File: src/rtl/grid_scanner.sv
// Row-multiplexed 8x8 LED matrix scanner: latches one 64-bit generation snapshot,
// scans it FRAMES times with optional blanking between rows, then requests the next generation.
module grid_scanner #(
  parameter int DWELL  = 4,
  parameter int BLANK  = 1,
  parameter int FRAMES = 2
) (
  input  logic        clk,
  input  logic        reset_n,
  input  logic [63:0] grid,
  input  logic        load_valid,
  output logic        load_ready,
  output logic [7:0]  row_sel,
  output logic [7:0]  col_data,
  output logic        frame_done,
  output logic        gen_req,
  output logic        busy
);

  localparam int CNT_MAX = (DWELL > BLANK) ? DWELL : BLANK;
  localparam int CW      = $clog2(CNT_MAX) + 1;
  localparam int FW      = $clog2(FRAMES) + 1;

  localparam logic [CW-1:0] DWELL_LAST = CW'(DWELL - 1);
  localparam logic [CW-1:0] BLANK_LAST = CW'((BLANK > 0) ? BLANK - 1 : 0);
  localparam logic [FW-1:0] FRAME_LAST = FW'(FRAMES - 1);

  typedef enum logic [1:0] {S_IDLE, S_SCAN, S_BLANK} state_t;

  state_t        state;
  logic [63:0]   buffer;
  logic [2:0]    row;
  logic [CW-1:0] cnt;
  logic [FW-1:0] frame;

  logic       dwell_end;
  logic       blank_end;
  logic       row_adv;
  logic       last_row;
  logic       last_frame;
  logic [2:0] row_nxt;

  always_comb begin
    dwell_end  = (state == S_SCAN)  && (cnt == DWELL_LAST);
    blank_end  = (state == S_BLANK) && (cnt == BLANK_LAST);
    // Without blanking the end of the dwell moves straight on to the next row.
    row_adv    = blank_end || (dwell_end && (BLANK == 0));
    last_row   = (row == 3'd7);
    last_frame = (frame == FRAME_LAST);
    row_nxt    = row + 3'd1;
  end

  always_ff @(posedge clk or negedge reset_n) begin
    if (!reset_n) begin
      state      <= S_IDLE;
      buffer     <= '0;
      row        <= '0;
      cnt        <= '0;
      frame      <= '0;
      load_ready <= 1'b1;
      row_sel    <= '0;
      col_data   <= '0;
      frame_done <= 1'b0;
      gen_req    <= 1'b0;
      busy       <= 1'b0;
    end else begin
      frame_done <= 1'b0;
      gen_req    <= 1'b0;
      if (state == S_IDLE) begin
        if (load_valid) begin
          // Row 0 is driven straight from grid so it shows in the very next cycle.
          state      <= S_SCAN;
          buffer     <= grid;
          row        <= '0;
          cnt        <= '0;
          frame      <= '0;
          load_ready <= 1'b0;
          busy       <= 1'b1;
          row_sel    <= 8'h01;
          col_data   <= grid[7:0];
        end
      end else if (row_adv) begin
        cnt <= '0;
        if (last_row && last_frame) begin
          state      <= S_IDLE;
          frame_done <= 1'b1;
          gen_req    <= 1'b1;
          load_ready <= 1'b1;
          busy       <= 1'b0;
          row_sel    <= '0;
          col_data   <= '0;
        end else begin
          if (last_row) begin
            frame_done <= 1'b1;
            frame      <= frame + 1'b1;
          end
          state    <= S_SCAN;
          row      <= row_nxt;
          row_sel  <= 8'd1 << row_nxt;
          col_data <= buffer[{row_nxt, 3'b000} +: 8];
        end
      end else if (dwell_end) begin
        cnt      <= '0;
        state    <= S_BLANK;
        row_sel  <= '0;
        col_data <= '0;
      end else begin
        cnt <= cnt + 1'b1;
      end
    end
  end

endmodule

File: config.mk
export PLATFORM = sky130hd
export DESIGN_NAME = grid_scanner
export DESIGN_NICKNAME = d
export VERILOG_FILES = /design/src/rtl/grid_scanner.sv
export SDC_FILE = /design/constraint.sdc
export NUM_CORES = 1
export LEC_CHECK = 0
export ABC_AREA = 0
export BUFFER_PORTS_ARGS = -buffer_cell sky130_fd_sc_hd__buf_2
export CORE_ASPECT_RATIO = 1.75
export CORE_MARGIN = 10
export CORE_UTILIZATION = 40
export DETAILED_ROUTE_END_ITERATION = 7
export PLACE_DENSITY = 0.68
export SLEW_MARGIN = 30
export SYNTH_ARGS = -nofsm -noshare
export SYNTH_HDL_FRONTEND = slang
export SYNTH_SLANG_ARGS = --single-unit
export TNS_END_PERCENT = 100
File: constraint.sdc
create_clock -name clk -period 4.6 [get_ports clk]
set_input_delay 1.15 -clock clk [delete_from_list [all_inputs] [get_ports clk]]
set_output_delay 1.15 -clock clk [all_outputs]
set_load 0.01 [all_outputs]
# Word level (Yosys, flattened, before mapping)
# Cells that the tools add are included.
[totals]
regBits = 94
inputBits = 67
out_inout_bits = 20
word_cells = 78
[classes]
n_addsub = 3
eq_ne = 7
shift = 2
muxes = 41
reduce_logical = 14
[op_table]
columns = ["operator", "count"]
rows = [
  ["$mux W8", 9],
  ["$shiftx A64 B7 Y8", 1],
  ["$mux W3", 7],
  ["$mux W2", 9],
  ["$mux W1", 16],
  ["$shl A1 B3 Y8 const A", 1],
  ["$add A3 B1 Y3 const B", 2],
  ["$reduce_and A3 Y1", 2],
  ["$reduce_bool A2 Y1", 3],
  ["$eq A2 B1 Y1 const B", 2],
  ["$ne A2 B2 Y1 const B", 2],
  ["$reduce_and A2 Y1", 2],
  ["$reduce_and A4 Y1", 1],
  ["$eq A3 B2 Y1 const B", 1],
  ["$eq A3 B3 Y1 const B", 1],
  ["$logic_and A1 B1 Y1", 3],
  ["$logic_not A3 Y1", 1],
  ["$reduce_bool A3 Y1", 1],
  ["$add A2 B1 Y2 const B", 1],
  ["$eq A2 B2 Y1 const B", 1],
  ["$logic_not A2 Y1", 1],
]

# Depth between registers and ports, before layout
# Gate-level depths: netlist (run 1).
[logic_depth]
ltp_word = 5
depth_mapped = 9
ltp_nobuf = 6

# Least setup slack after synthesis (run 1)
# No wires, ideal clock.
[synth_path]
kind = "register -> register"
start = "register row[0]"
end = "register col_data[6]"
setup_time_ns = 0.128
arrival_ns = 1.946
required_ns = 4.472
slack_ns = 2.526
stages_incl_launch_ff = 10
n_path_buf = 4
period_less_slack_ns = 2.074
path_cell_list = "dfrtp_1 > buf_6 > buf_6 > inv_1 > ha_1 > buf_2 > buf_2 > mux4_1 > a22oi_1 > a31oi_1"
[synth_via]
elab_chain_len = 5
word_cells_on_any_way = 7
cone_classes = "add/sub: 1; eq/ne: 1; shift: 1; mux: 3; reduce/logical: 1"
[synth_rtl]
columns = ["item", "line", "rtl"]
rows = [
  ["start: declaration", "32", "logic [2:0] row;"],
  ["start signal: assignment", "98", "row <= row_nxt;"],
  ["$add A3 B1 Y3 / $eq A3 B3 Y1 (equally long branches)", "50, 48", ""],
  ["$shiftx A64 B7 Y8 / $logic_and A1 B1 Y1 (equally long branches)", "100, 84", ""],
  ["$mux W8 *", "84", "if (last_row && last_frame) begin"],
  ["$mux W8 *", "82", "end else if (row_adv) begin"],
  ["$mux W8 *", "69", "if (state == S_IDLE) begin"],
  ["end signal: assignment", "80", "col_data <= grid[7:0];"],
  ["end signal: assignment", "100", "col_data <= buffer[{row_nxt, 3'b000} +: 8];"],
  ["end: declaration", "14", "output logic [7:0] col_data,"],
]
# Every way passes the cells marked *; elsewhere a longest branch is shown, timed or not.
# A chain may end at the register's enable or synchronous reset.

# Worst setup path in the final report (run 1)
[layout_path]
start = "register row[0]"
end = "register col_data[7]"
# Same word-level chain as after synthesis.

==> summary.txt, run 1 <==
Status - finished clean
CP Class - reg -> reg
Max-cap violations - 0
Cts-stage hold buffer count - 0
Worst-path clk slew - 0.07 ns
Crit Path Max Fanout - 22
Layout cell share with drive strength beyond 1 - 24.1%
Leak - 0.00271 uW
Worst VDD drop - 0.192 mV
Filler instances - 1,007
Period utilization - 55.2%
Via count - 3,260
Dpl hpwl - 8080 um
Synth-to-Final Area Change - 18.7%
Pin count of the biggest net entering global routing - 66
Global-route wire length before repair - 17,600 um
CP required - 4.83 ns
Hold Crit Class - reg -> reg
Post-synthesis sequential area ratio - 54.0%
Cts bufs inserted - 9
Setup Total Neg Slack - 0 ns
Final hold viol count - 0
Worst path cell trace - inv_1 -> ha_1 -> mux4_1 -> nand2_1 -> a21oi_1 -> a221o_1
Num ports - 87
Final instance area - 5180 um2
Critical path data arrival time - 2.77 ns
Vias/cell - 5.06
Sink Count - 94
Chip width - 98.9 um
Total track usage - 14.1%
Syn Std Cell Area - 4360 um2
# rows - 50
GRT Residual Overflow - 0
Critical Path Sink Type - flop
Min Tclk post-route - 2.54 ns
Worst-Skew Late Latency - 0.35 ns
PwrDens - 346 nW/um2
Post-synthesis register bit count - 94
CP Launch Type - flop
Worst path bufs/invs - 1
Starting Density - 40.8%
Max Freq - 393 MHz
Number of global-route vias before repair - 3,461
Initial antenna violation count - 0
CTS tree - done
Detail Route Antenna Nets - 0
Hold slack - 0.471 ns
Initial DRC Count - 200
NumNets Final - 584
RSZ-0062 raised after global routing - false
Area leader, netlist - dfrtp_1
Netlist cell types - 44
Routed len/inst - 17.0 um
Syn Area/Cell - 10.1 um2
Drt total wl - 11,000 um
DRC viols - 0
Worst slew pin tran - 0.901 ns
Post-Syn Nets - 508
Ranking of synthesized cells by area - dfrtp_1, nand2_1, mux4_1
Drt pass-1 iters - 4
Port bufs - 86
Max stage delay on crit path - 0.75 ns
Pins Over Slew Limit - 0
# diodes - 0
# setup viols final - 0
Die Area - 15,600 um2
Root Buffer Master - clkbuf_16
Maximum buffer depth of the clock tree - 2
Htree depth - 3
Skew final - 0.00878 ns
Yosys top cell area share - 53.4%
Critical Path Slowest Stage Cell - dfrtp_2
Post-Place Cell Area - 4840 um2
Die Y - 158 um
Post-CTS Resized - 0
GPL Wtd Cong - 0.776
CP delay by family, top - flip-flops
Post-CTS Setup Inserts - 0
Post-Synthesis Cells - 433
Core Region - 10,700 um2
Relative slew margins - 39.6%
Synth warn - 0
[worst reg2reg max path, cell delays in order, from the launching register on]
cell	delay [ns]
dfrtp_2	0.75
inv_1	0.15
ha_1	0.75
mux4_1	0.39
nand2_1	0.08
a21oi_1	0.06
a221o_1	0.25
[cell usage after synthesis (all sizes together)]
cell / number
ha: 8
and3: 1
nor3: 11
xor2: 1
mux4: 16
nand3: 2
a32o: 1
a31oi: 8
o2bb2ai: 1
o31ai: 1
dfrtp: 93
nor3b: 1
o21a: 1
a21oi: 8
nor2b: 1
nand3b: 1
nand2: 205
xnor2: 1
o21ai: 5
nand2b: 3
a22o: 8
buf: 22
or3: 1
a22oi: 7
or2: 1
clkbuf: 1
inv: 8
nand4bb: 1
o32ai: 1
and2: 1
and4bb: 1
dfstp: 1
nor2: 8
a221o: 1
mux2: 1
a21o: 1
[power by group]
part / switching, uW / internal (uW) / total (uW)
Clock: 316 / 506 / 821
Sequential: 19.9 / 859 / 879
Combinational: 47.1 / 43.5 / 90.6
Total: 383 / 1410 / 1790
[cells by family after synthesis]
group           Yosys count  share of synthesized area (%)
fa+ha+maj                 8                           2.30
simple gates            238                           23.0
compound gates           43                           7.09
flops                    94                           54.0
buf+inv                  31                           3.99
xor+xnor                  2                          0.402
mux                      17                           9.30
[metal layers]
metal | up-vias | part of all wire [%] | track usage [%]
met5 | - | 0 | 0
met4 | 0 | 1.8 | 6.37
met3 | 9 | 3.6 | 2.40
met2 | 78 | 53 | 24.5
met1 | 1575 | 41 | 16.5
li1 | 1598 | - | -
[state kept, by name (all words and copies together), names as in the netlist]
register	flops
col_data	8
busy	1
state	2
frame	2
cnt	3
frame_done	1
row_sel	8
load_ready	1
gen_req	1
row	3
buffer	64
[final cells by class]
| cell class | count | area [um2] | area share (%) |
|---|---|---|---|
| Sequential cell | 94 | 2350 | 45.5 |
| Multi-Input combinational cell | 308 | 1850 | 35.7 |
| Timing Repair Buffer | 88 | 448 | 8.65 |
| Clock buffer | 11 | 253 | 4.88 |
| Tap cell | 130 | 163 | 3.14 |
| Clock inverter | 5 | 81.3 | 1.57 |
| Inverter | 8 | 30.0 | 0.580 |
[metrics by stage]
| stage | instances | total power [uW] | utilization [%] | worst slack [ns] |
|---|---|---|---|---|
| finish | 644 | 1790 | 48.4 | 2.06 |
| CTS | 644 | 1810 | 48.4 | 1.61 |
| global placement | 628 | 982 | 45.2 | 1.78 |
| detailed placement | 628 | 987 | 45.3 | 1.63 |
| global route | 644 | 1850 | 48.4 | 1.85 |
| floorplan | 433 | 920 | - | 2.53 |
[placed cells by master (no fill, tap or decap), drive strengths merged, types with 2 or more instances in the layout]
master / synthesis / layout
ha: 8 / 8
nand2b: 3 / 3
nand3: 2 / 2
a21oi: 8 / 8
clkinv: 0 / 2
mux4: 16 / 16
nor3: 11 / 11
clkbuf: 1 / 11
inv: 8 / 8
a22oi: 7 / 7
buf: 22 / 88
bufinv: 0 / 2
a31oi: 8 / 8
nor2: 8 / 8
o21ai: 5 / 5
a22o: 8 / 8
dfrtp: 93 / 93
nand2: 205 / 205
[path summary, 6_finish.rpt]
check | depth (start not counted) | slack [ns] | endpoint | from
hold reg to reg | 2 | 0.47 | buffer[27] | buffer[27]
max in group asynchronous | 2 | 2.76 | row[0] | reset_n
min in group asynchronous | 1 | 0.90 | buffer[38] | reset_n
setup reg to reg | 6 | 2.06 | col_data[7] | row[0]
setup / recovery | 6 | 2.06 | col_data[7] | row[0]
hold / removal | 2 | 0.47 | buffer[27] | buffer[27]
No activity file was read; power rests on OpenSTA's default activity.
==> inputs of run 2 (changes only) <==
--- a/config.mk
+++ b/config.mk
@@ -5,7 +5,7 @@
 export SDC_FILE = /design/constraint.sdc
 export NUM_CORES = 1
 export LEC_CHECK = 0
-export ABC_AREA = 0
+export ABC_AREA = 1
 export BUFFER_PORTS_ARGS = -buffer_cell sky130_fd_sc_hd__buf_2
 export CORE_ASPECT_RATIO = 1.75
 export CORE_MARGIN = 10
==> constraint.sdc (replaced) <==
create_clock -name clk -period 2.5 [get_ports clk]
set_input_delay 0.625 -clock clk [delete_from_list [all_inputs] [get_ports clk]]
set_output_delay 0.625 -clock clk [all_outputs]
set_load 0.01 [all_outputs]
==> run 2 against run 1 <==
  * Global-route usage up 1.7 points
  * Via count grew 21%
  * Sequential share of layout area is 2.1 points lower
  * Utilization about the same
  * Critical path type unchanged
  * Critical endpoint is now col_data[0]
==> summary.txt, run 2 <==
Post-CTS Resized - 0 (unchanged)
Htree depth - 3 (unchanged)
Dpl hpwl - 9640 um (+19%)
Worst-path clk slew - 0.06 ns (about the same)
Reg2reg setup slack - 0.62 ns (-1.43 ns)
Layout cell share with drive strength beyond 1 - 18.1% (-6.0 points)
R2r startpoint - cnt[0]
CP required - 2.74 ns (-2.09 ns)
Status - finished clean
Post-synthesis register bit count - 94 (unchanged)
NumNets Final - 770 (+32%)
Setup crit start - cnt[0]
Worst slew pin tran - 0.546 ns (-0.355 ns)
Detail Route Antenna Nets - 0 (unchanged)
Worst-Skew Late Latency - 0.34 ns (about the same)
Top-count cell post-synth - nand2_1
Ranking of synthesized cells by area - dfrtp_1, nand2_1, nor2_1
Synth warn - 0 (unchanged)
Final worst slack - 0.624 ns (-1.43 ns)
Final instance area - 5430 um2 (+4.9%)
Via count - 3,942 (+21%)
Share of synthesized registers carrying an async set or reset - 100% (unchanged)
Cts-stage hold buffer count - 0 (unchanged)
Post-synth top cells - nand2_1, dfrtp_1, nor2_1
Total track usage - 15.8% (+1.7 points)
Routed len/inst - 15.0 um (-12%)
Max reg flops - 64 (unchanged)
Syn Area/Cell - 7.53 um2 (-25%)
# diodes - 0 (unchanged)
Maximum buffer depth of the clock tree - 2 (unchanged)
Post-synthesis sequential area ratio - 50.9% (-3.1 points)
PwrDens - 535 nW/um2 (+55%)
Skew final - 0.00831 ns (-0.000470 ns)
# setup viols final - 0 (unchanged)
Pin count of the biggest net entering global routing - 39 (-41%)
GRT Residual Overflow - 0 (unchanged)
Most flops, register - buffer
Relative slew margins - 63.6% (+24 points)
Hold Crit Class - in -> async
Ys flop type - dfrtp_1
CP Launch Type - flop
Critical Path End - col_data[0]
Drt pass-1 iters - 4 (unchanged)
Post-Syn Nets - 689 (+36%)
Worst VDD drop - 0.434 mV (+130%)
FF-to-FF path depth - 9 (+3)
Most frequent cells in the layout - nand2_1, dfrtp_1, buf_2, nor2_1, inv_1
Post-Synthesis Cells - 614 (+42%)
Drt total wl - 12,500 um (+14%)
Area leader, netlist - dfrtp_1
Initial DRC Count - 241 (+21%)
Max Freq - 533 MHz (+35%)
Final Util - 48.3% (about the same)
Root Buffer Master - clkbuf_16
CP Class - reg -> reg
Synth-to-Final Area Change - 17.4%
Period utilization - 75.0% (+20 points)
Die Area - 16,400 um2 (+5.0%)
Top Registers - buffer: 64 flops, col_data: 8 flops, row_sel: 8 flops
Vias/cell - 4.74 (-6.4%)
Die Y - 162 um (+2.6%)
Pins Over Slew Limit - 0 (unchanged)
Sink Count - 94 (unchanged)
Core Region - 11,200 um2 (+5.0%)
Yosys top cell area share - 50.3% (-3.0 points)
Worst R2R End - col_data[0]
Leak - 0.00294 uW (+8.2%)
Commonest non-fill, non-tap cell in the layout - nand2_1
Crit Path Max Fanout - 22 (unchanged)
Post-Place Cell Area - 5150 um2 (+6.4%)
Num ports - 87 (unchanged)
Post-synth EDFFs - 0 (unchanged)
Min Tclk post-route - 1.88 ns (-0.666 ns)
RSZ-0062 raised after global routing - false
Critical Path Sink Type - flop
Chip width - 101 um (+2.4%)
Initial antenna violation count - 0 (unchanged)
Final hold viol count - 0 (unchanged)
CTS tree - done
Global-route wire length before repair - 20,800 um (+18%)
Critical path data arrival time - 2.11 ns (-0.66 ns)
Netlist cell types - 28 (-36%)
Setup Total Neg Slack - 0 ns (unchanged)
Post-CTS Setup Inserts - 0 (unchanged)
DRC viols - 0 (unchanged)
Port bufs - 86 (unchanged)
Max-cap violations - 0 (unchanged)
Syn Std Cell Area - 4620 um2 (+6.0%)
Pre-CTS WS - 0.622 ns (-1.00 ns)
Number of global-route vias before repair - 4,289 (+24%)
Cts bufs inserted - 9 (unchanged)
GPL Wtd Cong - 0.902 (+16%)
# rows - 51 (+2.0%)
Starting Density - 41.2% (+0.41 points)
-- run 2: cell count changes in the layout (fill, tap and decap cells not counted), moves of 7 or more --
cell	change
mux4_2	-7
a22o_1	-8
mux4_1	-9
o21ai_0	+23
inv_1	+53
nand2_1	+58
o21ai_1	+20
buf_4	+7
a31oi_1	-8
nand3_1	+14
nor3_1	-9
nor2_1	+61
a22oi_1	-7
-- run 2: final cells by class --
class | instances | area [um2]
fill | 1135 | 5800
sequential | 94 | 2350
multi-input combinational | 427 | 1860
timing repair buffer | 96 | 520
clock buffer | 13 | 260
inverter | 67 | 251
tap | 132 | 165
clock inverter | 3 | 20.0
-- run 2: worst min-delay path by stage --
stage / endpoint / slack, ns / cells past startpoint / startpoint
finish: buffer[63] / 0.27 / 1 / reset_n
global route: buffer[63] / 0.30 / 1 / reset_n
CTS: buffer[63] / 0.28 / 1 / reset_n
detailed placement: row_sel[4] / 0.46 / 2 / row_sel[4]
global placement: row_sel[4] / 0.46 / 2 / row_sel[4]
floorplan: buffer[0] / 0.33 / 0 / reset_n
-- run 2: worst max-delay path: stages, from the launching register on --
cell and delay, ns:
dfrtp_1 0.35, inv_1 0.07, ha_1 0.20, nand2_1 0.08, inv_2 0.05, nand2_2 0.10, nand3_2 0.38, or2_2 0.44
nand2_1 0.07, inv_1 0.04
-- run 2: kinds of logic after synthesis --
family,Yosys count,share of synthesized area (%)
AO/OA/AOI/OAI,55,6.12
XOR/XNOR,2,0.379
adder cells (fa/ha/maj),8,2.17
buffers and inverters,93,8.93
flip-flops,94,50.9
AND/OR/NAND/NOR,362,31.5
-- run 2: power breakdown --
group	internal [uW]	switching (uW)	total (uW)
sequential	1520	0	1520
combinational	41.4	51.0	92.4
clock	728	566	1290
-- run 2: metal layers --
metal / wire, um / up-vias / GRT usage [%]
met5: 0 / - / 0
met4: 378 / 0 / 7.38
met3: 478 / 27 / 3.14
met2: 6800 / 90 / 28.7
met1: 4860 / 1819 / 16.7
li1: - / 2006 / -
-- run 2: metrics by stage --
stage | hold WS, ns | std cells | power, uW
CTS | 0.283 | 832 | 2930
detailed placement | 0.461 | 816 | 1640
finish | 0.269 | 832 | 2910
global placement | 0.461 | 816 | 1640
global route | 0.301 | 832 | 3000
floorplan | 0.329 | 614 | 1550
==> inputs of run 3 (changes only) <==
==> constraint.sdc (replaced) <==
create_clock -name clk -period 1.8 [get_ports clk]
set_input_delay 0.45 -clock clk [delete_from_list [all_inputs] [get_ports clk]]
set_output_delay 0.45 -clock clk [all_outputs]
set_load 0.01 [all_outputs]
==> run 3 against run 2 <==
  * Setup slack got worse by 0.47 ns
  * Maximum frequency grew 14%
  * Die area did not move
  * Critical path type unchanged
  * Clock power is 64% higher
  * Non-clock buffer count is 1 higher
  * Sequential share of layout area shrank 0.74 points
  * Sequential power increased by 39%
  * First-iteration DRC count down 20%
  * Cell count is 0.12% higher
  * Critical path depth rose by 1
==> summary.txt, run 3 (same netlist as run 2, synthesis figures left out) <==
Max stage delay on crit path - 0.40 ns (-0.04 ns)
Initial antenna violation count - 0 (unchanged)
Synth-to-Final Area Change - 19.5%
Chip width - 101 um (unchanged)
Maximum buffer depth of the clock tree - 2 (unchanged)
Max reg flops - 64 (unchanged)
Cts-stage hold buffer count - 0 (unchanged)
PwrDens - 789 nW/um2 (+47%)
Routed len/inst - 14.7 um (-2.3%)
Status - finished clean
Critical path data arrival time - 1.89 ns (-0.22 ns)
Setup Total Neg Slack - 0 ns (unchanged)
CTS tree - done
Worst path cell trace - inv_1 -> ha_1 -> buf_4 -> nor2_1 -> nand2_1 -> nand2_1 -> nand2_1 -> nand3_1 -> nand2_1 -> inv_1
Worst VDD drop - 0.499 mV (+15%)
Htree depth - 3 (unchanged)
# rows - 51 (unchanged)
NumNets Final - 771 (+0.13%)
GRT Residual Overflow - 0 (unchanged)
Critical Path Sink Type - flop
Die Y - 162 um (unchanged)
Pins Over Slew Limit - 0 (unchanged)
Max Freq - 607 MHz (+14%)
Min Tclk post-route - 1.65 ns (-0.228 ns)
Top Registers - buffer: 64 flops, col_data: 8 flops, row_sel: 8 flops
Most frequent cells in the layout - nand2_1, dfrtp_1, buf_2, nor2_1, inv_1
Final hold viol count - 0 (unchanged)
DRC viols - 0 (unchanged)
Starting Density - 41.2% (unchanged)
Drt total wl - 12,200 um (-2.2%)
Worst slew pin tran - 0.542 ns (-0.00421 ns)
Via count - 3,927 (-0.38%)
Detail Route Antenna Nets - 0 (unchanged)
Hold Crit Class - in -> async
Root Buffer Master - clkbuf_16
Critical Path Slowest Stage Cell - dfrtp_1
Total power draw - 4360 uW (+50%)
CP Class - reg -> reg
Cts bufs inserted - 9 (unchanged)
Vias/cell - 4.71 (-0.50%)
Dpl hpwl - 9430 um (-2.2%)
Layout cell share with drive strength beyond 1 - 18.1% (-0.026 points)
# setup viols final - 0 (unchanged)
Pin count of the biggest net entering global routing - 60 (+54%)
Relative slew margins - 63.9% (+0.28 points)
Sink Count - 94 (unchanged)
Global-route wire length before repair - 20,400 um (-1.9%)
Most used cell, CP - nand2_1
Commonest non-fill, non-tap cell in the layout - nand2_1
# diodes - 0 (unchanged)
Drt pass-1 iters - 4 (unchanged)
Filler instances - 1,105 (-2.6%)
Period utilization - 91.6% (+17 points)
Port bufs - 86 (unchanged)
Worst-Skew Late Latency - 0.34 ns (about the same)
Number of global-route vias before repair - 4,217 (-1.7%)
CP Launch Type - flop
GPL Wtd Cong - 0.943 (+4.5%)
Worst-path clk slew - 0.06 ns (about the same)
RSZ-0062 raised after global routing - false
Num ports - 87 (unchanged)
Max-cap violations - 0 (unchanged)
Most flops, register - buffer
Initial DRC Count - 193 (-20%)
CP required - 2.04 ns (-0.70 ns)
Core Region - 11,200 um2 (unchanged)
Crit Path Max Fanout - 16 (-27%)
Total track usage - 15.4% (-0.40 points)
Die Area - 16,400 um2 (unchanged)
Skew final - 0.00459 ns (-0.00373 ns)
Leak - 0.00298 uW (+1.3%)
run 3: changes by cell type in the layout (fill, tap and decap cells not counted), moves of 2 or more:
cell / before / now
buf_12: 1 / 3
bufinv_16: 0 / 3
clkbuf_8: 2 / 0
clkinvlp_4: 2 / 0
run 3: what timing repair did:
action                                  CTS  global route
endpoints found under the setup margin    0            14
resized for setup                         0             3
setup buffers                             0             0
hold endpoints to repair                  0             0
run 3: layout make-up:
class / instances / area, um2 / share of cell area, %
tap: 132 / 165 / 2.99
inverter: 67 / 254 / 4.60
sequential: 94 / 2350 / 42.6
multi-input combinational: 427 / 1860 / 33.8
clock buffer: 12 / 236 / 4.28
timing repair buffer: 97 / 553 / 10.0
clock inverter: 4 / 95.1 / 1.72
run 3: final timing paths:
| path | endpoint | slack [ns] | cells past startpoint | from |
|---|---|---|---|---|
| worst min-delay path | buffer[51] | 0.02 | 1 | reset_n |
| worst min register to register | buffer[43] | 0.48 | 2 | buffer[43] |
| worst max register to register | col_data[1] | 0.15 | 10 | row[1] |
| min in group clk | buffer[24] | 0.30 | 3 | grid[24] |
| max in group asynchronous | load_ready | 1.14 | 2 | reset_n |
| worst max-delay path | col_data[1] | 0.15 | 10 | row[1] |
run 3: per-layer routing:
layer | vias up | track usage, % | share of wire, % | wire, um
met5 | - | 0 | 0 | 0
met4 | 0 | 7.25 | 3.7 | 447
met1 | 1801 | 16.5 | 39 | 4740
met2 | 86 | 27.0 | 53 | 6440
met3 | 28 | 4.08 | 5.0 | 614
li1 | 2012 | - | - | -
run 3: power by group:
| part | total [uW] | switching [uW] | internal, uW |
|---|---|---|---|
| registers | 2110 | 0 | 2110 |
| clock network | 2120 | 762 | 1360 |
| logic | 127 | 69.3 | 57.6 |
| total | 4360 | 831 | 3530 |
run 3: critical path, delay by kind of cell, from the launching register on:
| kind | cells | cell delay [ns] |
|---|---|---|
| flops | 1 | 0.40 |
| simple gates | 6 | 0.43 |
| fa+ha+maj | 1 | 0.34 |
| buf+inv | 3 | 0.36 |
run 3: stage by stage:
step                      instance area [um2]  setup slack [ns]  std cells  hold WS (ns)  util (%)
after floorplan                          4630            0.0370        614         0.154         -
after global placement                   5180             0.150        817         0.385      46.1
after detailed placement                 5180            0.0960        817         0.390      46.1
after CTS                                5510            0.0805        833        0.0290      49.1
after global routing                     5520            0.0148        833        0.0341      49.2
final                                    5520             0.152        833        0.0174      49.2
